$ cat src/rtl/garage_door_ctrl_gen2.sv
// Gen2 single-door garage controller: Activate edge detect, limit debounce, stop/reverse, run timeout.
// Optional feature macro OBSTRUCT_REVERSE_EN: Obstruct while closing reverses the door.

module garage_door_ctrl_gen2 #(
  parameter int DEBOUNCE_CYC = 2,
  parameter int TIMEOUT_CYC  = 1000
) (
  input  logic clk,
  input  logic rst,
  input  logic Activate,
  input  logic Up_Max,
  input  logic DN_Max,
  input  logic Obstruct,
  input  logic Clr_Fault,
  output logic UP_M,
  output logic DN_M,
  output logic Fault
);

  typedef enum logic [2:0] {IDLE, MV_UP, MV_DN, HOLD, FAULT} state_t;

`ifdef OBSTRUCT_REVERSE_EN
  localparam bit OBS_EN = 1'b1;
`else
  localparam bit OBS_EN = 1'b0;
`endif

  localparam int TW = (TIMEOUT_CYC > 0) ? $clog2(TIMEOUT_CYC + 1) : 1;
  localparam logic [TW-1:0] TMO_LAST = TW'((TIMEOUT_CYC > 0) ? TIMEOUT_CYC - 1 : 0);

  state_t        state, state_nxt;
  logic          act_q, act_pulse, dir_up;
  logic [TW-1:0] timer;
  logic [1:0]    lim_raw, lim_db;
  logic          up_db, dn_db, conflict, timeout_hit, moving_nxt, entering;

  // act_q resets high so a button already held at reset release is not a press.
  // NOTE: sequential state is assigned with <= so every flop samples pre-edge values.
  always_ff @(posedge clk or negedge rst) begin
    if (!rst) act_q <= 1'b1;
    else      act_q <= Activate;
  end

  assign act_pulse = Activate & ~act_q;

  assign lim_raw = {DN_Max, Up_Max};
  assign up_db   = lim_db[0];
  assign dn_db   = lim_db[1];

  generate
    if (DEBOUNCE_CYC == 0) begin : g_db_bypass
      assign lim_db = lim_raw;
    end else begin : g_db
      localparam int DW = (DEBOUNCE_CYC > 1) ? $clog2(DEBOUNCE_CYC) : 1;
      localparam logic [DW-1:0] CNT_LAST = DW'(DEBOUNCE_CYC - 1);
      logic [DW-1:0] cnt [2];

      // Count consecutive disagreeing samples; any agreeing sample restarts the count.
      always_ff @(posedge clk or negedge rst) begin
        if (!rst) begin
          for (int i = 0; i < 2; i++) begin
            cnt[i]    <= '0;
            lim_db[i] <= 1'b0;
          end
        end else begin
          for (int i = 0; i < 2; i++) begin
            if (lim_raw[i] == lim_db[i]) begin
              cnt[i] <= '0;
            end else if (cnt[i] == CNT_LAST) begin
              cnt[i]    <= '0;
              lim_db[i] <= lim_raw[i];
            end else begin
              cnt[i] <= cnt[i] + 1'b1;
            end
          end
        end
      end
    end
  endgenerate

  assign conflict    = up_db & dn_db;
  assign timeout_hit = (TIMEOUT_CYC > 0) && (timer == TMO_LAST);

  always_ff @(posedge clk or negedge rst) begin
    if (!rst) state <= IDLE;
    else      state <= state_nxt;
  end

  // NOTE: state_nxt gets a default before the case so no path leaves it unassigned (no latch).
  always_comb begin
    state_nxt = state;
    case (state)
      IDLE: begin
        if (conflict)       state_nxt = FAULT;
        else if (act_pulse) state_nxt = dn_db ? MV_UP : MV_DN;
      end
      MV_UP: begin
        if (conflict)         state_nxt = FAULT;
        else if (up_db)       state_nxt = IDLE;
        else if (act_pulse)   state_nxt = HOLD;
        else if (timeout_hit) state_nxt = FAULT;
      end
      MV_DN: begin
        if (conflict)                 state_nxt = FAULT;
        else if (dn_db)               state_nxt = IDLE;
        else if (OBS_EN && Obstruct)  state_nxt = MV_UP;
        else if (act_pulse)           state_nxt = HOLD;
        else if (timeout_hit)         state_nxt = FAULT;
      end
      HOLD: begin
        if (act_pulse)     state_nxt = dir_up ? MV_DN : MV_UP;
        else if (conflict) state_nxt = FAULT;
      end
      FAULT: begin
        if (Clr_Fault) state_nxt = IDLE;
      end
      default: state_nxt = IDLE;
    endcase
  end

  // A move "entry" includes the direct MV_DN -> MV_UP obstruct reversal.
  assign moving_nxt = (state_nxt == MV_UP) || (state_nxt == MV_DN);
  assign entering   = moving_nxt && (state_nxt != state);

  always_ff @(posedge clk or negedge rst) begin
    if (!rst) begin
      timer  <= '0;
      dir_up <= 1'b0;
    end else begin
      if (!moving_nxt || entering) timer <= '0;
      else if (timer != '1)        timer <= timer + 1'b1;
      if (entering) dir_up <= (state_nxt == MV_UP);
    end
  end

  assign UP_M  = (state == MV_UP);
  assign DN_M  = (state == MV_DN);
  assign Fault = (state == FAULT);

endmodule
$ cat config.mk
export PLATFORM = sky130hd
export DESIGN_NAME = garage_door_ctrl_gen2
export DESIGN_NICKNAME = d
export VERILOG_FILES = /design/src/rtl/garage_door_ctrl_gen2.sv
export SDC_FILE = /design/constraint.sdc
export NUM_CORES = 1
export LEC_CHECK = 0
export BUFFER_PORTS_ARGS = -buffer_cell sky130_fd_sc_hd__buf_2
export CAP_MARGIN = 10
export CORE_MARGIN = 3
export CORE_UTILIZATION = 60
export DETAILED_ROUTE_END_ITERATION = 8
export PLACE_DENSITY = 0.89
export SLEW_MARGIN = 0
export SYNTH_ARGS = -nofsm -noshare
export SYNTH_HDL_FRONTEND = slang
export SYNTH_SLANG_ARGS = --single-unit
$ cat constraint.sdc
create_clock -name clk -period 4.4 [get_ports clk]
set_clock_uncertainty 0.2 [all_clocks]
set_input_delay 0.88 -clock clk [delete_from_list [all_inputs] [get_ports clk]]
set_output_delay 0.88 -clock clk [all_outputs]
set_load 0.05 [all_outputs]
==> results.toml, run 1 <==
[clock_tree]
clk_pin_slew_ns = 0.12
htreeDepth = 1
numCtsBuffers = 3
clk_latency_ns = 0.31
postCtsHoldBufs = 0
cts_resized = 0
postCtsSetupBuffers = 0
cts_sinks = 19
cts_tree = "done"
clockBufferDepth = 2
root_buffer = "clkbuf_4"

[logic_synthesis]
yosys.area_share.simple = 0.2518
yosys_warnings = 0
syn_nets = 136
yosys-top-cells-count = "dfrtp_1 (18), nor2_1 (17), nand2_1 (10)"
yosysTopAreaCell = "dfrtp_1"
yosys.area_share.adder = 0.01054
synth_most_common_cell = "dfrtp_1"
synth_edf_count = 0
synth_cell_types = 46
synth-main-ff-cell = "dfrtp_1"
avgSynthCellArea_sq_um = 9.276
synth.ff_latch_count = 19
ys_top_cells_by_area = "dfrtp_1 (38%), nor2_1 (5.4%), mux2i_1 (3.4%)"
synth_compound_area_frac = 0.1928
netlist_area_sq_um = 1187
synthCells = 128
synth-xor-area-share = 0.04426
yosysSeqAreaShare = 0.4015
synth_mux_area_frac = 0.05585
synthArstFlopShare = 1.000
synth_top_family_by_area = "simple AND/OR/NAND/NOR gates"
yosys.area.top_type_share = 0.3793

[worst_setup_path]
worstPathMaxFanout = 10
cpMaxStageDelayCell = "dfrtp_1"
path_class = "reg2out"
startpoint_type = "flip-flop"
critPathMaxStageDelay_ns = 0.55
critPathRequiredTime_ns = 3.32
crit_buf_inv = 1
worstPathCellList = "or2b_1 > nor2_1 > buf_2"
critPathArrivalTime_ns = 1.51
cp-end-kind = "output pin"
cp_top_family = "flip-flops"

[die]
dieArea_sq_um = 2549
die_y_um = 50.49
pin_count = 10
rows = 15
fp.dieW_um = 50.49
core_area_sq_um = 1802
initial_core_util = 0.6590

[timing]
slew_headroom = 0.6507
slew_viol_final = 0
finalSetupViolCount = 0
max_freq_ghz = 0.3862
post-route-min-period_ns = 2.589
worst_hold_slack_ns = 0.2387
rsz0062_at_grt = "false"
min_period_over_period = 0.5884
hold_violations = 0
fin_setup_tns_ns = 0
tightest_slew_ns = 0.5239

[global_route]
globalRouteOverflowTotal = 0
grt_usage = 0.2172
grt_max_degree = 20
grt_pass1_vias = 932
grt_antenna_before_repair = 0
grt_pass1_wl_um = 4202

[status]
status = "completed"

[worst_hold_path]
hp-class = "reg2reg"

[power]
power_density_nw_per_um2 = 514.1
pwr-share-seq = 0.437
vdd_drop_max_mv = 0.3499
leakage_nw = 0.5062
intPower_w = 0.0003611
power_frac_comb = 0.421
sw_frac_of_total = 0.4426
p_sw_w = 0.0002867
p_clk_frac = 0.143

[detailed_routing]
viasPerCell = 6.094
first_pass_iters = 4
totalWireLength_um = 2362
vias = 975
drcViolationCount = 0
drt-initial-drc-count = 16
postRouteAntennaNets = 0
routedWlPerCell_um = 14.76

[placement]
dp_hpwl_um = 1716
gp_congestion = 0.8817
place.port_buffers = 8

[final_layout]
fin_nets = 144
drive_gt1_frac = 0.2074
area_growth_syn_to_layout_pct = 6.112
num_antenna_cells = 0

[run]
cap_violations = 0
flip-flops by register name (all words and copies together) (netlist names):
register and count:
timer 10, state 3, g_db.cnt 2, lim_db 2, act_q 1, dir_up 1
path summary, 6_finish.rpt:
path / slack (ns) / startpoint / cells past startpoint / end
setup / recovery: 1.81 / state[1] / 3 / DN_M
min in group asynchronous: 0.28 / rst / 1 / state[2]
hold reg to reg: 0.24 / g_db.cnt[0] / 1 / g_db.cnt[0]
hold / removal: 0.24 / g_db.cnt[0] / 1 / g_db.cnt[0]
setup reg to reg: 1.94 / state[2] / 6 / timer[2]
max in group asynchronous: 3.39 / rst / 1 / act_q
cells by family (layout without fill, tap and decap cells):
family	after synthesis	in the layout
AND/OR/NAND/NOR	56	56
AO/OA/AOI/OAI	30	30
flip-flops	19	19
buffers and inverters	10	17
XOR/XNOR	6	6
multiplexers	6	6
adder cells (fa/ha/maj)	1	1
placed cells by master, fill, tap and decap left out, types with 2 or more instances in the layout:
cell type,instances
a211oi_2,2
a21oi_1,4
a31oi_1,2
and3_1,3
buf_2,8
clkbuf_4,3
dfrtp_1,18
inv_1,4
mux2i_1,4
nand2_1,10
nand2b_1,3
nand3_1,5
nand3b_1,2
nand4_1,4
nor2_1,17
nor3_1,3
o21ai_0,5
o21bai_1,2
o22ai_1,3
o31ai_1,4
xnor2_1,4
xor2_1,2
through the flow:
stage | power (W) | instance area [sq um] | worst slack [ns] | instances | util
final | 0.0006478 | 1260 | 1.811 | 160 | 0.6993
after global routing | 0.0006938 | 1260 | 1.712 | 160 | 0.6993
after CTS | 0.0006488 | 1260 | 1.819 | 160 | 0.6993
after detailed placement | 0.0005551 | 1230 | 1.508 | 156 | 0.6826
after global placement | 0.0005367 | 1230 | 1.598 | 156 | 0.6826
after floorplan | 0.0005059 | 1187 | 1.650 | 128 | -
layer usage:
| layer | global-route usage | vias to the layer above | share of wire |
|---|---|---|---|
| met5 | 0 | - | 0 |
| met4 | 0.07623 | 0 | 0.019 |
| met3 | 0.04451 | 7 | 0.030 |
| met2 | 0.3543 | 20 | 0.49 |
| met1 | 0.2854 | 468 | 0.46 |
| li1 | - | 480 | - |
power by group through the flow:
| stage | combinational (W) | sequential, W | clock [W] |
|---|---|---|---|
| 2_1_floorplan | 0.000267 | 0.000239 | 0 |
| 3_3_place_gp | 0.000258 | 0.000279 | 0 |
| 3_5_place_dp | 0.000270 | 0.000285 | 0 |
| 4_1_cts | 0.000273 | 0.000281 | 0.0000952 |
| 5_1_grt | 0.000299 | 0.000293 | 0.000102 |
| 6_report | 0.000272 | 0.000283 | 0.0000925 |
final cells by class:
class                   count  area, sq um
clock buffers               3        22.52
clock inverters             1        7.507
fillers                   146        541.8
inverters                   4        15.01
multi-input cells          99        659.4
flip-flops and latches     19        476.7
well taps                  25        31.28
repair buffers              9        47.55
Power figures use the tool's default switching activity.
==> inputs of run 2 (changes only) <==
--- a/config.mk
+++ b/config.mk
@@ -5,12 +5,13 @@
 export SDC_FILE = /design/constraint.sdc
 export NUM_CORES = 1
 export LEC_CHECK = 0
+export ABC_AREA = 1
 export BUFFER_PORTS_ARGS = -buffer_cell sky130_fd_sc_hd__buf_2
 export CAP_MARGIN = 10
 export CORE_MARGIN = 3
-export CORE_UTILIZATION = 60
+export CORE_UTILIZATION = 57
 export DETAILED_ROUTE_END_ITERATION = 8
-export PLACE_DENSITY = 0.89
+export PLACE_DENSITY = 0.86
 export SLEW_MARGIN = 0
 export SYNTH_ARGS = -nofsm -noshare
 export SYNTH_HDL_FRONTEND = slang
==> constraint.sdc (replaced) <==
create_clock -name clk -period 2.4 [get_ports clk]
set_clock_uncertainty 0.2 [all_clocks]
set_input_delay 0.48 -clock clk [delete_from_list [all_inputs] [get_ports clk]]
set_output_delay 0.48 -clock clk [all_outputs]
set_load 0.05 [all_outputs]
==> run 2 against run 1 <==
Compared with the run above: count of clock-buffer cells in the layout is the same; global-route usage shrank 2.0 points; clock power increased by 79%; critical path type is now reg2reg; critical endpoint is now timer[9]; largest power group is now combinational logic.
==> results.toml, run 2 <==
[logic_synthesis]
yosysSeqAreaShare = 0.4247
avgSynthCellArea_sq_um = 7.687
synth_cell_types = 23
ys_top_cells_by_area = "dfrtp_1 (40%), nand2_1 (14%), nand3_1 (7.1%)"
yosys-top-cells-count = "nand2_1 (42), dfrtp_1 (18), nand3_1 (16)"
yosys.area_share.adder = 0.01115
synth_most_common_cell = "nand2_1"
yosys.area.top_type_share = 0.4013
synth_edf_count = 0
synth_compound_area_frac = 0.05686
syn_nets = 154
yosysTopAreaCell = "dfrtp_1"
synth-xor-area-share = 0.07692
synthArstFlopShare = 1.000
synth_mux_area_frac = 0
synth.ff_latch_count = 19
synthCells = 146
yosys_warnings = 0
netlist_area_sq_um = 1122
synth_top_family_by_area = "simple AND/OR/NAND/NOR gates"
synth-main-ff-cell = "dfrtp_1"
yosys.area_share.simple = 0.3768

[worst_setup_path]
crit_start = "timer[0]"
critPathArrivalTime_ns = 2.18
worstPathMaxFanout = 10
path_class = "reg2reg"
worstPathCellList = "ha_1 > nand3_1 > nor2_1 > nand3_1 > nand3_1 > nand2_2 > nand2_1 > nand2_1 > nor2_2 > nand3_4 > a21oi_2"
critPathMaxStageDelay_ns = 0.43
r2r_start = "timer[0]"
worst_path_most_repeated_cell = "nand3_1"
cp-end-kind = "flip-flop"
cpMaxStageDelayCell = "dfrtp_1"
startpoint_type = "flip-flop"
critPathRequiredTime_ns = 2.43

[timing]
rsz0062_at_grt = "false"
post-route-min-period_ns = 2.149
slew_headroom = 0.7178
slew_viol_final = 0
fin_setup_tns_ns = 0
max_freq_ghz = 0.4653
hold_violations = 0
finalSetupViolCount = 0
min_period_over_period = 0.8955
setup_slack_ns = 0.2507
tightest_slew_ns = 0.4233

[final_layout]
fin_nets = 168
num-fill-cells = 147
drive_gt1_frac = 0.1950
area_growth_syn_to_layout_pct = 10.37
final_core_util = 0.6947
top_regs = "timer x10, state x3"
most-common-layout-cells = "nand2_1 (42), dfrtp_1 (18), nand3_1 (16), nor2_1 (15), inv_1 (14)"
num_antenna_cells = 0
final_common_cell = "nand2_1"
largest_reg_flops = 10
largest-register = "timer"

[placement]
gp_congestion = 0.9020
dp_hpwl_um = 1677
place_ws_ns = 0.2736
place.port_buffers = 8

[detailed_routing]
first_pass_iters = 4
totalWireLength_um = 2138
vias = 967
viasPerCell = 5.255
postRouteAntennaNets = 0
routedWlPerCell_um = 11.62
drt-initial-drc-count = 21
drcViolationCount = 0

[clock_tree]
clk_latency_ns = 0.30
cts_tree = "done"
numCtsBuffers = 3
cts_sinks = 19
postCtsSetupBuffers = 0
postCtsHoldBufs = 1
clockBufferDepth = 2
htreeDepth = 1
root_buffer = "clkbuf_4"
cts_resized = 0
clk_pin_slew_ns = 0.12

[power]
pwr-share-seq = 0.378
finalPower_w = 0.001202
intPower_w = 0.0006326
p_sw_w = 0.0005696
p_clk_frac = 0.138
sw_frac_of_total = 0.4738
vdd_drop_max_mv = 0.9165
power_frac_comb = 0.483
leakage_nw = 0.5987
power_density_nw_per_um2 = 970.5

[global_route]
globalRouteOverflowTotal = 0
grt_pass1_vias = 927
grt_usage = 0.1971
grt_pass1_wl_um = 3857
grt_antenna_before_repair = 0
grt_max_degree = 20

[die]
core_area_sq_um = 1783
fp.dieW_um = 50.38
dieArea_sq_um = 2538
pin_count = 10
initial_core_util = 0.6295
die_y_um = 50.38
rows = 15

[run]
cap_violations = 0

[worst_hold_path]
hp-start = "Activate"
hp-class = "in2reg"

[status]
status = "completed"
## run 2: changes by cell type after synthesis, sizes merged, moves of 4 or more
cell   change
nand2     +35
mux2i      -4
o31ai      -4
nand3     +13
buf        -5
inv       +12
## run 2: kinds of logic (layout without fill, tap and decap cells)
logic type / after synthesis / in the layout
and+or+nand+nor: 91 / 91
DFF: 19 / 19
buffers and inverters: 16 / 29
AOI/OAI and AO/OA: 10 / 10
xor gates and xnor gates: 9 / 9
adders and majority gates: 1 / 1
## run 2: layer usage
layer  wire, um  track usage
met1        915       0.2338
met2       1150       0.3609
met3         45      0.02671
met4         27      0.06726
met5          0            0
## run 2: metrics by stage
stage	hold slack (ns)	cells	area, sq um
3_5_place_dp	0.2322	179	1199
3_3_place_gp	0.2281	179	1199
5_1_grt	0.07482	184	1239
2_1_floorplan	-0.01559	146	1127
4_1_cts	0.08575	184	1239
6_report	0.08646	184	1239
## run 2: worst paths after layout
path	endpoint	slack (ns)	depth (start not counted)
setup / recovery	timer[9]	0.25	11
hold / removal	act_q	0.09	1
setup reg to reg	timer[9]	0.25	11
hold reg to reg	g_db.cnt[0]	0.25	1
max in group asynchronous	act_q	1.24	2
min in group asynchronous	timer[4]	0.43	2
## run 2: critical path, delay by kind of cell, from the launching register on
family | cells | cell delay [ns]
fa+ha+maj | 1 | 0.24
flops | 1 | 0.43
simple gates | 9 | 1.06
compound gates | 1 | 0.14
## run 2: cell type report
class / instances / area (sq um) / area share
inverters: 16 / 60.06 / 0.04848
clock buffers: 3 / 22.52 / 0.01818
multi-input cells: 111 / 590.6 / 0.4768
clock inverters: 1 / 7.507 / 0.006061
repair buffers: 9 / 50.05 / 0.04040
well taps: 25 / 31.28 / 0.02525
flip-flops and latches: 19 / 476.7 / 0.3848
## run 2: power by group through the flow
stage	sequential, W	combinational [W]	clock [W]
after floorplan	0.000444	0.000478	0
after global placement	0.000457	0.000562	0
after detailed placement	0.000462	0.000581	0
after CTS	0.000456	0.000585	0.000168
after global routing	0.000467	0.000652	0.000183
final	0.000455	0.000581	0.000166
